## config.mk

```make
export PLATFORM = sky130hd
export DESIGN_NAME = uart_frame_counter
export DESIGN_NICKNAME = d
export VERILOG_FILES = /design/src/rtl/uart_pkg.sv /design/src/rtl/uart_frame_len.sv /design/src/rtl/uart_frame_counter.sv
export SDC_FILE = /design/constraint.sdc
export NUM_CORES = 1
export LEC_CHECK = 0
export BUFFER_PORTS_ARGS = -buffer_cell sky130_fd_sc_hd__buf_2
export CORE_AREA = 2 2 76 64
export CTS_BUF_LIST = sky130_fd_sc_hd__clkbuf_4
export DETAILED_ROUTE_END_ITERATION = 7
export DIE_AREA = 0 0 78 66
export PLACE_DENSITY_LB_ADDON = 0.12
export SYNTH_ARGS = -nofsm -noshare
export SYNTH_HDL_FRONTEND = slang
export SYNTH_SLANG_ARGS = --single-unit
```

## constraint.sdc

```tcl
create_clock -name clk_i -period 2 [get_ports clk_i]
set_clock_uncertainty 0.05 [all_clocks]
set_input_delay 0.3 -clock clk_i [delete_from_list [all_inputs] [get_ports clk_i]]
set_output_delay 0.3 -clock clk_i [all_outputs]
set_load 0.01 [all_outputs]
```

## src/rtl/uart_pkg.sv

```systemverilog
// rtl/uart_pkg.sv - shared UART frame field encoding and data-width limits
//
// Purpose: common types and constants for the UART frame sequencer and the
//          RX checker that reuses the frame-length calculator.
// Contents:
//   uart_field_e        field currently being sequenced (IDLE..STOP)
//   UART_MIN_DATA_BITS  smallest legal data width
//   UART_MAX_DATA_BITS  default largest legal data width
package uart_pkg;

    typedef enum logic [2:0] {
        FIELD_IDLE   = 3'd0,
        FIELD_START  = 3'd1,
        FIELD_DATA   = 3'd2,
        FIELD_PARITY = 3'd3,
        FIELD_STOP   = 3'd4
    } uart_field_e;

    localparam int UART_MIN_DATA_BITS = 5;
    localparam int UART_MAX_DATA_BITS = 9;

endpackage : uart_pkg

```

## src/rtl/uart_frame_len.sv

```systemverilog
// rtl/uart_frame_len.sv - combinational UART frame length and config legality
//
// Purpose: L = start + D data + P parity + S stop bits, and whether D is legal.
// Ports:
//   data_bits_i   in  4      requested data bit count D
//   parity_en_i   in  1      parity bit present
//   stop2_i       in  1      two stop bits when set
//   frame_len_o   out CNT_W  total frame length in bit periods
//   legal_o       out 1      MIN <= D <= MAX_DATA_BITS
module uart_frame_len
    import uart_pkg::*;
#(
    parameter int MAX_DATA_BITS = UART_MAX_DATA_BITS,
    parameter int CNT_W         = $clog2(MAX_DATA_BITS + 5)
) (
    input  logic [3:0]       data_bits_i,
    input  logic             parity_en_i,
    input  logic             stop2_i,
    output logic [CNT_W-1:0] frame_len_o,
    output logic             legal_o
);

    localparam logic [3:0] MIN_D = 4'(UART_MIN_DATA_BITS);
    localparam logic [3:0] MAX_D = 4'(MAX_DATA_BITS);

    logic [CNT_W-1:0] w_data_bits;
    logic [CNT_W-1:0] w_parity;
    logic [CNT_W-1:0] w_stop2;

    assign w_data_bits = CNT_W'(data_bits_i);
    assign w_parity    = CNT_W'(parity_en_i);
    assign w_stop2     = CNT_W'(stop2_i);

    // The constant 2 is the start bit plus the mandatory first stop bit.
    // Illegal D may wrap, but such a length is never latched.
    assign frame_len_o = w_data_bits + w_parity + w_stop2 + CNT_W'(2);
    assign legal_o     = (data_bits_i >= MIN_D) && (data_bits_i <= MAX_D);

endmodule : uart_frame_len

```

## src/rtl/uart_frame_counter.sv

```systemverilog
// rtl/uart_frame_counter.sv - UART frame sequencer counting bit periods per field
//
// Purpose: walks START, DATA, optional PARITY and 1/2 STOP bits, one bit per
//          tick_i, with configuration latched when a frame is accepted.
// Ports:
//   clk_i, rst_ni      clock, synchronous active-low reset
//   start_i            request a frame (IDLE only)
//   tick_i             end of one bit period
//   abort_i            abandon the frame; beats tick_i and start_i
//   data_bits_i        D, sampled with start_i
//   parity_en_i        P, sampled with start_i
//   stop2_i            second stop bit, sampled with start_i
//   busy_o             frame in progress
//   field_o            current field (uart_field_e)
//   bit_idx_o          index within DATA or STOP, 0 elsewhere
//   count_o            bit periods completed in this frame
//   frame_len_o        latched frame length L
//   done_o             one-cycle pulse on normal completion
//   cfg_err_o          one-cycle pulse when a start is rejected
module uart_frame_counter
    import uart_pkg::*;
#(
    parameter int MAX_DATA_BITS = UART_MAX_DATA_BITS,
    parameter int CNT_W         = $clog2(MAX_DATA_BITS + 5)
) (
    input  logic             clk_i,
    input  logic             rst_ni,
    input  logic             start_i,
    input  logic             tick_i,
    input  logic             abort_i,
    input  logic [3:0]       data_bits_i,
    input  logic             parity_en_i,
    input  logic             stop2_i,
    output logic             busy_o,
    output logic [2:0]       field_o,
    output logic [3:0]       bit_idx_o,
    output logic [CNT_W-1:0] count_o,
    output logic [CNT_W-1:0] frame_len_o,
    output logic             done_o,
    output logic             cfg_err_o
);

    uart_field_e      r_state;
    uart_field_e      w_state;
    logic             r_busy;
    logic [3:0]       r_bit_idx;
    logic [3:0]       w_bit_idx;
    logic [CNT_W-1:0] r_count;
    logic [CNT_W-1:0] w_count;
    logic [CNT_W-1:0] w_count_inc;
    logic [CNT_W-1:0] r_frame_len;
    logic [3:0]       r_data_bits;
    logic             r_parity_en;
    logic             r_done;
    logic             w_done;
    logic             r_cfg_err;
    logic             w_cfg_err;
    logic             w_load;
    logic [CNT_W-1:0] w_len;
    logic             w_legal;

    uart_frame_len #(
        .MAX_DATA_BITS (MAX_DATA_BITS),
        .CNT_W         (CNT_W)
    ) u_frame_len (
        .data_bits_i (data_bits_i),
        .parity_en_i (parity_en_i),
        .stop2_i     (stop2_i),
        .frame_len_o (w_len),
        .legal_o     (w_legal)
    );

    assign w_count_inc = r_count + CNT_W'(1);

    always_ff @(posedge clk_i) begin
        if (!rst_ni) begin
            r_state     <= FIELD_IDLE;
            r_busy      <= 1'b0;
            r_bit_idx   <= 4'd0;
            r_count     <= '0;
            r_frame_len <= '0;
            r_data_bits <= 4'd0;
            r_parity_en <= 1'b0;
            r_done      <= 1'b0;
            r_cfg_err   <= 1'b0;
        end else begin
            r_state   <= w_state;
            r_busy    <= (w_state != FIELD_IDLE);
            r_bit_idx <= w_bit_idx;
            r_count   <= w_count;
            r_done    <= w_done;
            r_cfg_err <= w_cfg_err;
            if (w_load) begin
                r_frame_len <= w_len;
                r_data_bits <= data_bits_i;
                r_parity_en <= parity_en_i;
            end
        end
    end

    always_comb begin
        w_state   = r_state;
        w_bit_idx = r_bit_idx;
        w_count   = r_count;
        w_done    = 1'b0;
        w_cfg_err = 1'b0;
        w_load    = 1'b0;

        if (abort_i) begin
            w_state   = FIELD_IDLE;
            w_bit_idx = 4'd0;
            w_count   = '0;
        end else begin
            case (r_state)
                FIELD_IDLE: begin
                    // A tick arriving with the start is not part of the new frame.
                    if (start_i) begin
                        if (w_legal) begin
                            w_load    = 1'b1;
                            w_state   = FIELD_START;
                            w_bit_idx = 4'd0;
                            w_count   = '0;
                        end else begin
                            w_cfg_err = 1'b1;
                        end
                    end
                end
                FIELD_START: begin
                    if (tick_i) begin
                        w_count   = w_count_inc;
                        w_state   = FIELD_DATA;
                        w_bit_idx = 4'd0;
                    end
                end
                FIELD_DATA: begin
                    if (tick_i) begin
                        w_count = w_count_inc;
                        if (r_bit_idx == r_data_bits - 4'd1) begin
                            w_state   = r_parity_en ? FIELD_PARITY : FIELD_STOP;
                            w_bit_idx = 4'd0;
                        end else begin
                            w_bit_idx = r_bit_idx + 4'd1;
                        end
                    end
                end
                FIELD_PARITY: begin
                    if (tick_i) begin
                        w_count   = w_count_inc;
                        w_state   = FIELD_STOP;
                        w_bit_idx = 4'd0;
                    end
                end
                FIELD_STOP: begin
                    if (tick_i) begin
                        w_count = w_count_inc;
                        // Frame ends on the tick that brings the count to L,
                        // which covers both the 1- and 2-stop-bit cases.
                        if (w_count_inc == r_frame_len) begin
                            w_state   = FIELD_IDLE;
                            w_bit_idx = 4'd0;
                            w_done    = 1'b1;
                        end else begin
                            w_bit_idx = r_bit_idx + 4'd1;
                        end
                    end
                end
                default: begin
                    w_state   = FIELD_IDLE;
                    w_bit_idx = 4'd0;
                    w_count   = '0;
                end
            endcase
        end
    end

    assign busy_o      = r_busy;
    assign field_o     = r_state;
    assign bit_idx_o   = r_bit_idx;
    assign count_o     = r_count;
    assign frame_len_o = r_frame_len;
    assign done_o      = r_done;
    assign cfg_err_o   = r_cfg_err;

endmodule : uart_frame_counter

```

== Word-level counts from Yosys, hierarchy flattened ==
Index checks and enable logic that the tools add are counted.
Operators by class
  equality and inequality tests: 12
  reductions and logical operators: 10
  bitwise logic cells: 5
  $add $sub $neg: 6
  shift-type cells: 0
  $lt $le $gt $ge: 2
  multiply operators: 0
  multiplexer cells: 27
  div/mod/pow operators: 0
Operators with widths (count)
  4-bit 2-to-1 mux: 8
  3-bit 2-to-1 mux: 10
  4-bit case mux with 4 select lines: 1
  3-bit case mux with 5 select lines: 1
  4-bit OR reduction: 3
  4-bit by 1-bit adder with 4-bit output: 2
  4-bit by 1-bit adder with 4-bit output (second input constant): 2
  4-bit equality test: 2
  4-bit case mux with 2 select lines: 1
  3-bit by 2-bit equality test with 1-bit output (second input constant): 2
  1-bit 2-to-1 mux: 6
  2-bit by 1-bit inequality test with 1-bit output (second input constant): 3
  2-bit inequality test (second input constant): 3
  1-bit inverter: 5
  5-bit AND reduction: 1
  4-bit by 2-bit adder with 4-bit output (second input constant): 1
  4-bit by 3-bit greater-or-equal comparator with 1-bit output (second input constant): 1
  4-bit <= comparator (second input constant): 1
  2-bit OR reduction: 2
  4-bit by 1-bit subtractor with 4-bit output (second input constant): 1
  3-bit by 1-bit equality test with 1-bit output (second input constant): 1
  3-bit equality test (second input constant): 1
  3-bit zero test: 1
  3-bit AND reduction: 1
  2 further kinds: 2
Storage, ports and cells
  word-level logic and storage cells: 71
  memories: 0
  register bits after elaboration: 23
  input port bits: 11
  bits in writable memories: 0
  output and inout bits: 18
  ROM bits: 0
  bits in latches: 0

== Depth between registers and ports, before layout ==
  depth after elaboration: 7
  gate-level depth with buffers: 8
  gate-level depth less buffers: 8

== Modules after synthesis ==
Synthesis repeated with hierarchy kept, for this count alone.
Unflattened totals
  cells, all modules: 135
  area total of the unflattened synthesis: 1312.5 µm²
By module, submodules not included
  uart_frame_counter: cells each 123, times used 1, area an instance 1219.9 µm²
  uart_frame_len: cells each 12, times used 1, area an instance 92.6 µm²

== Worst setup path after synthesis ==
OpenSTA, ideal clock, no wires.
  path type: register to register
  start: register r_count[0] (netlist: count_o[0])
  end: register r_bit_idx[2] (netlist: bit_idx_o[2])
  buffers on the path: 0
  stages on the path, launching flop included: 7
  path slack: 257 ps
  data arrival time: 1560 ps
  cells stage by stage: dfxtp_1 > ha_1 > xor2_1 > nor4_1 > o2bb2ai_1 > nand4b_1 > a31oi_1
On the way
  longest elaborated chain between the ends: 5
Ends and longest elaborated chain
  start: declaration: line uart_frame_counter.sv:48  | logic [CNT_W-1:0] r_count;
  start signal: assignment: line uart_frame_counter.sv:90  | r_count <= w_count;
  4-bit by 1-bit adder with 4-bit output: line uart_frame_counter.sv:73  | assign w_count_inc = r_count + CNT_W'(1);
  4-bit equality test: line uart_frame_counter.sv:158  | if (w_count_inc == r_frame_len) begin
  4-bit 2-to-1 mux: line uart_frame_counter.sv:158
  4-bit 2-to-1 mux: line uart_frame_counter.sv:154  | if (tick_i) begin
  4-bit case mux with 4 select lines: line uart_frame_counter.sv:114  | case (r_state)
  end signal: assignment: line uart_frame_counter.sv:89  | r_bit_idx <= w_bit_idx;
  end: declaration: line uart_frame_counter.sv:46  | logic [3:0] r_bit_idx;
Every way passes these cells. The select of a mux whose other input is x is not followed.
A chain may end at the register's enable or synchronous reset.

== Worst setup path after layout ==
  start: register r_state[0] (netlist: field_o[0])
  end: register r_count[3] (netlist: count_o[3])
On the way
  longest elaborated chain between the ends: 4
  elaborated cells between the ends (all ways): 11
Ends and longest elaborated chain
  start: declaration: line uart_frame_counter.sv:43  | uart_field_e r_state;
  start signal: assignment: line uart_frame_counter.sv:87  | r_state <= w_state;
  3-bit equality test (tied with other cells): line uart_frame_counter.sv:114
  4-bit OR reduction (no line)
  2-bit by 1-bit inequality test with 1-bit output (no line)
  3-bit AND reduction (no line)
Parallel ways exist; a longest one is shown, timed or not.

==> flow_summary_export.csv <==
group,metric,value,unit
outcome,status,"finished, final reports clean",
timing,tightest_slew,0.493,ns
floorplanning,initial_core_util,28.9,%
drt,post_drt_wl_per_cell,12.6,um
layout,drive_gt1_share,27.0,%
worst_setup_path,required,2.21,ns
power_and_ir_drop,power_frac_clock,29.1,%
yosys,ys_async_sr_fraction,0,%
worst_setup_path,endpoint_kind,"flop",
power_and_ir_drop,power,830,uW
hold_path,min_path_cells,3,
global_routing,grt_first_pass_wirelength,5220,um
clocking,ctsLongestPathBuffers,2,
clocking,cts-hold-fix-buffers,0,
timing,grt_setup_unrepaired,"no",
drt,wl_met2,1400,um
hold_path,hold_class,"primary input to flop",
worst_setup_path,start_kind,"flop",
floorplanning,core,0.00440,mm2
clocking,clock_sinks,23,
global_routing,grt_pass1_vias,1085,
yosys,synth_area_per_cell,8.97,um2
clocking,cts_buffers,3,
worst_setup_path,crit_slowest_cell,"dfxtp_1",
global_routing,grt_usage,13.0,%
clocking,clk_latency,0.32,ns
drt,firstDrtPassIters,4,
hold_path,hold_path.startpoint,"start_i",
yosys,yosys_warnings,0,
global_routing,antenna_found_initial,0,
worst_setup_path,r2r_start,"field_o[0]$_SDFF_PN0_",
timing,hold_viol_final,0,
timing,drv_slew,0,
floorplanning,dieArea,0.00515,mm2
timing,fmax,0.560,GHz
yosys,synth_seq_cells,23,
drt,via_count,1112,
flow_run,drv_cap,0,
worst_setup_path,worstPathArrival,2.00,ns
layout,area_delta_synth_final,21.3,%
drt,vias_per_cell,4.75,
timing,slew_headroom,67.1,%
timing,fin_crit,1.79,ns
global_routing,overflow,0,
yosys,synthTopCellsByCount,"23 x dfxtp_1, 11 x nor2_1, 10 x nand2_1, 9 x a21oi_1, 9 x xnor2_1",
yosys,synth.most_common_cell,"dfxtp_1",
yosys,synth_top_area_share,36.1,%
worst_setup_path,critPathMaxStageDelay,0.48,ns
clocking,path_clk_slew,0.14,ns
power_and_ir_drop,ir_drop,0.000185,V
power_and_ir_drop,p_int,609,uW
floorplanning,io_pins,29,
timing,fin_tns_setup,0,ns
yosys,netlist_area,0.00127,mm2
yosys,synth-main-ff-cell,"dfxtp_1",
power_and_ir_drop,switching_share,26.6,%
drt,drcViolationCount,0,
clocking,tritoncts,"done",
clocking,cts_root_buffer,"clkbuf_4",
yosys,synthCells,142,
yosys,synth_area_leaders,"dfxtp_1 36%, xnor2_1 6.2%, mux2i_1 4.7%, xor2_1 4.1%, ha_1 3.9%",
placement,dp_hpwl,2240,um
worst_setup_path,path_max_fanout,8,
worst_setup_path,crit_type,"flop to flop",
power_and_ir_drop,p_leak,0.000690,uW
clocking,htree_num_levels,1,
drt,drt-met1-wl,1370,um
yosys,seq_area_frac_synth,36.1,%
yosys,syn_nets,158,
timing,post-route-period-util,89.3,%
timing,setup_viol,0,
floorplanning,rows,22,
worst_setup_path,reg2regPathDepth,6,
drt,detail-route-antenna-nets,0,
global_routing,grt_max_degree,14,
yosys,yosysUniqueCellTypes,39,
yosys,synth_edf_count,0,
worst_setup_path,path_cells,"nor2_1 -> buf_4 -> xnor2_1 -> nand2_1 -> or3_1 -> a21oi_1",
power_and_ir_drop,p_per_area,537,mW/mm2
power_and_ir_drop,p_sw,221,uW
power_and_ir_drop,p_seq_share,57.2,%
drt,drt_iter0_drc,46,
placement,gp_congestion,0.750,
layout,diodes,0,
layout,layout.nets,191,
drt,routed-wl-met3,134,um
floorplanning,die_w,78,um
worst_setup_path,regToRegSetupSlack,0.21,ns
drt,wirelength,2950,um
placement,io_buffers,28,
power_and_ir_drop,combPwrFrac,13.7,%
hold_path,holdPathEnd,"cfg_err_o$_SDFF_PP0_",
floorplanning,die_h,66,um
drt,highest_layer,"met4",
yosys,yosysTopAreaCell,"dfxtp_1",
worst_setup_path,rr_endpoint,"count_o[3]$_SDFFE_PP0P_",
power by group through the flow:
stage          clock network, uW  logic, uW  registers, uW
5_1_grt                      272        130            476
3_3_place_gp                   0        113            485
2_1_floorplan                  0       73.5            486
6_report                     242        113            475
3_5_place_dp                   0        113            485
4_1_cts                      253        115            475
sequential cells by signal, summed over array words and instances (netlist names):
name / cells
done_o: 1
count_o: 4
busy_o: 1
r_parity_en: 1
frame_len_o: 4
bit_idx_o: 4
r_data_bits: 4
cfg_err_o: 1
field_o: 3
metrics by stage:
stage	hold WS (ns)	utilization, %	setup WS (ns)	instances	cell area [um2]
after floorplan	0.341	-	0.257	142	1270
after global placement	0.469	33.7	0.0339	228	1490
after detailed placement	0.482	33.7	0.0107	228	1490
after CTS	0.152	34.5	0.0494	232	1520
after global routing	0.171	35.1	0.00718	234	1550
final	0.158	35.1	0.215	234	1550
worst max path at each step:
stage | from | to | cells after the start
after floorplan | count_o[0]$_SDFFE_PP0P_ | bit_idx_o[2]$_SDFFE_PP0P_ | 6
after global placement | count_o[0]$_SDFFE_PP0P_ | bit_idx_o[2]$_SDFFE_PP0P_ | 6
after detailed placement | count_o[0]$_SDFFE_PP0P_ | bit_idx_o[2]$_SDFFE_PP0P_ | 6
after CTS | count_o[0]$_SDFFE_PP0P_ | bit_idx_o[3]$_SDFFE_PP0P_ | 7
after global routing | field_o[2]$_SDFF_PN0_ | bit_idx_o[2]$_SDFFE_PP0P_ | 5
final | field_o[0]$_SDFF_PN0_ | count_o[3]$_SDFFE_PP0P_ | 6
logic make-up after synthesis:
group                      share of synthesized area (%)
AOI/OAI and AO/OA                                   16.3
adders and majority gates                           5.50
muxes                                               4.72
and+or+nand+nor                                     23.2
buffers and inverters                               3.83
DFF                                                 36.1
xor gates and xnor gates                            10.3
layer usage:
| layer | up-vias | GRT usage (%) |
|---|---|---|
| met2 | 20 | 21.0 |
| met5 | - | 0 |
| met3 | 7 | 3.83 |
| met1 | 524 | 16.3 |
| li1 | 561 | - |
| met4 | 0 | 5.26 |
worst max-delay path, delay by kind of cell (launching register included):
family / cells / cell delay [ns]
buffers and inverters: 1 / 0.17
AOI/OAI and AO/OA: 1 / 0.15
DFF: 1 / 0.48
and+or+nand+nor: 3 / 0.57
xor gates and xnor gates: 1 / 0.31
layout by cell type (no fill, tap or decap), drive strengths merged, types with 4 or more instances in the layout:
cell type	netlist	routed
dfxtp	23	23
xor2	6	6
nor2	11	11
nand3	8	8
nand2	11	11
and2	4	4
a21oi	9	9
o211a	4	4
ha	4	4
mux2i	6	6
clkbuf	4	4
buf	1	33
inv	6	6
xnor2	9	9
area by class of cell:
| cell class | instances | area [um2] |
|---|---|---|
| flip-flops and latches | 23 | 463 |
| repair buffers | 33 | 178 |
| clock buffers | 4 | 30.0 |
| inverters | 6 | 22.5 |
| multi-input cells | 108 | 777 |
| fillers | 485 | 2860 |
| well taps | 60 | 75.1 |
what timing repair did:
action                     4_1_cts  5_1_grt
setup buffers                    0        2
cloned                           0        0
setup endpoints to repair        1        5
resized for setup                1        3
pin swaps                        0        1
Note: power is estimated with default switching activity, not from simulation.
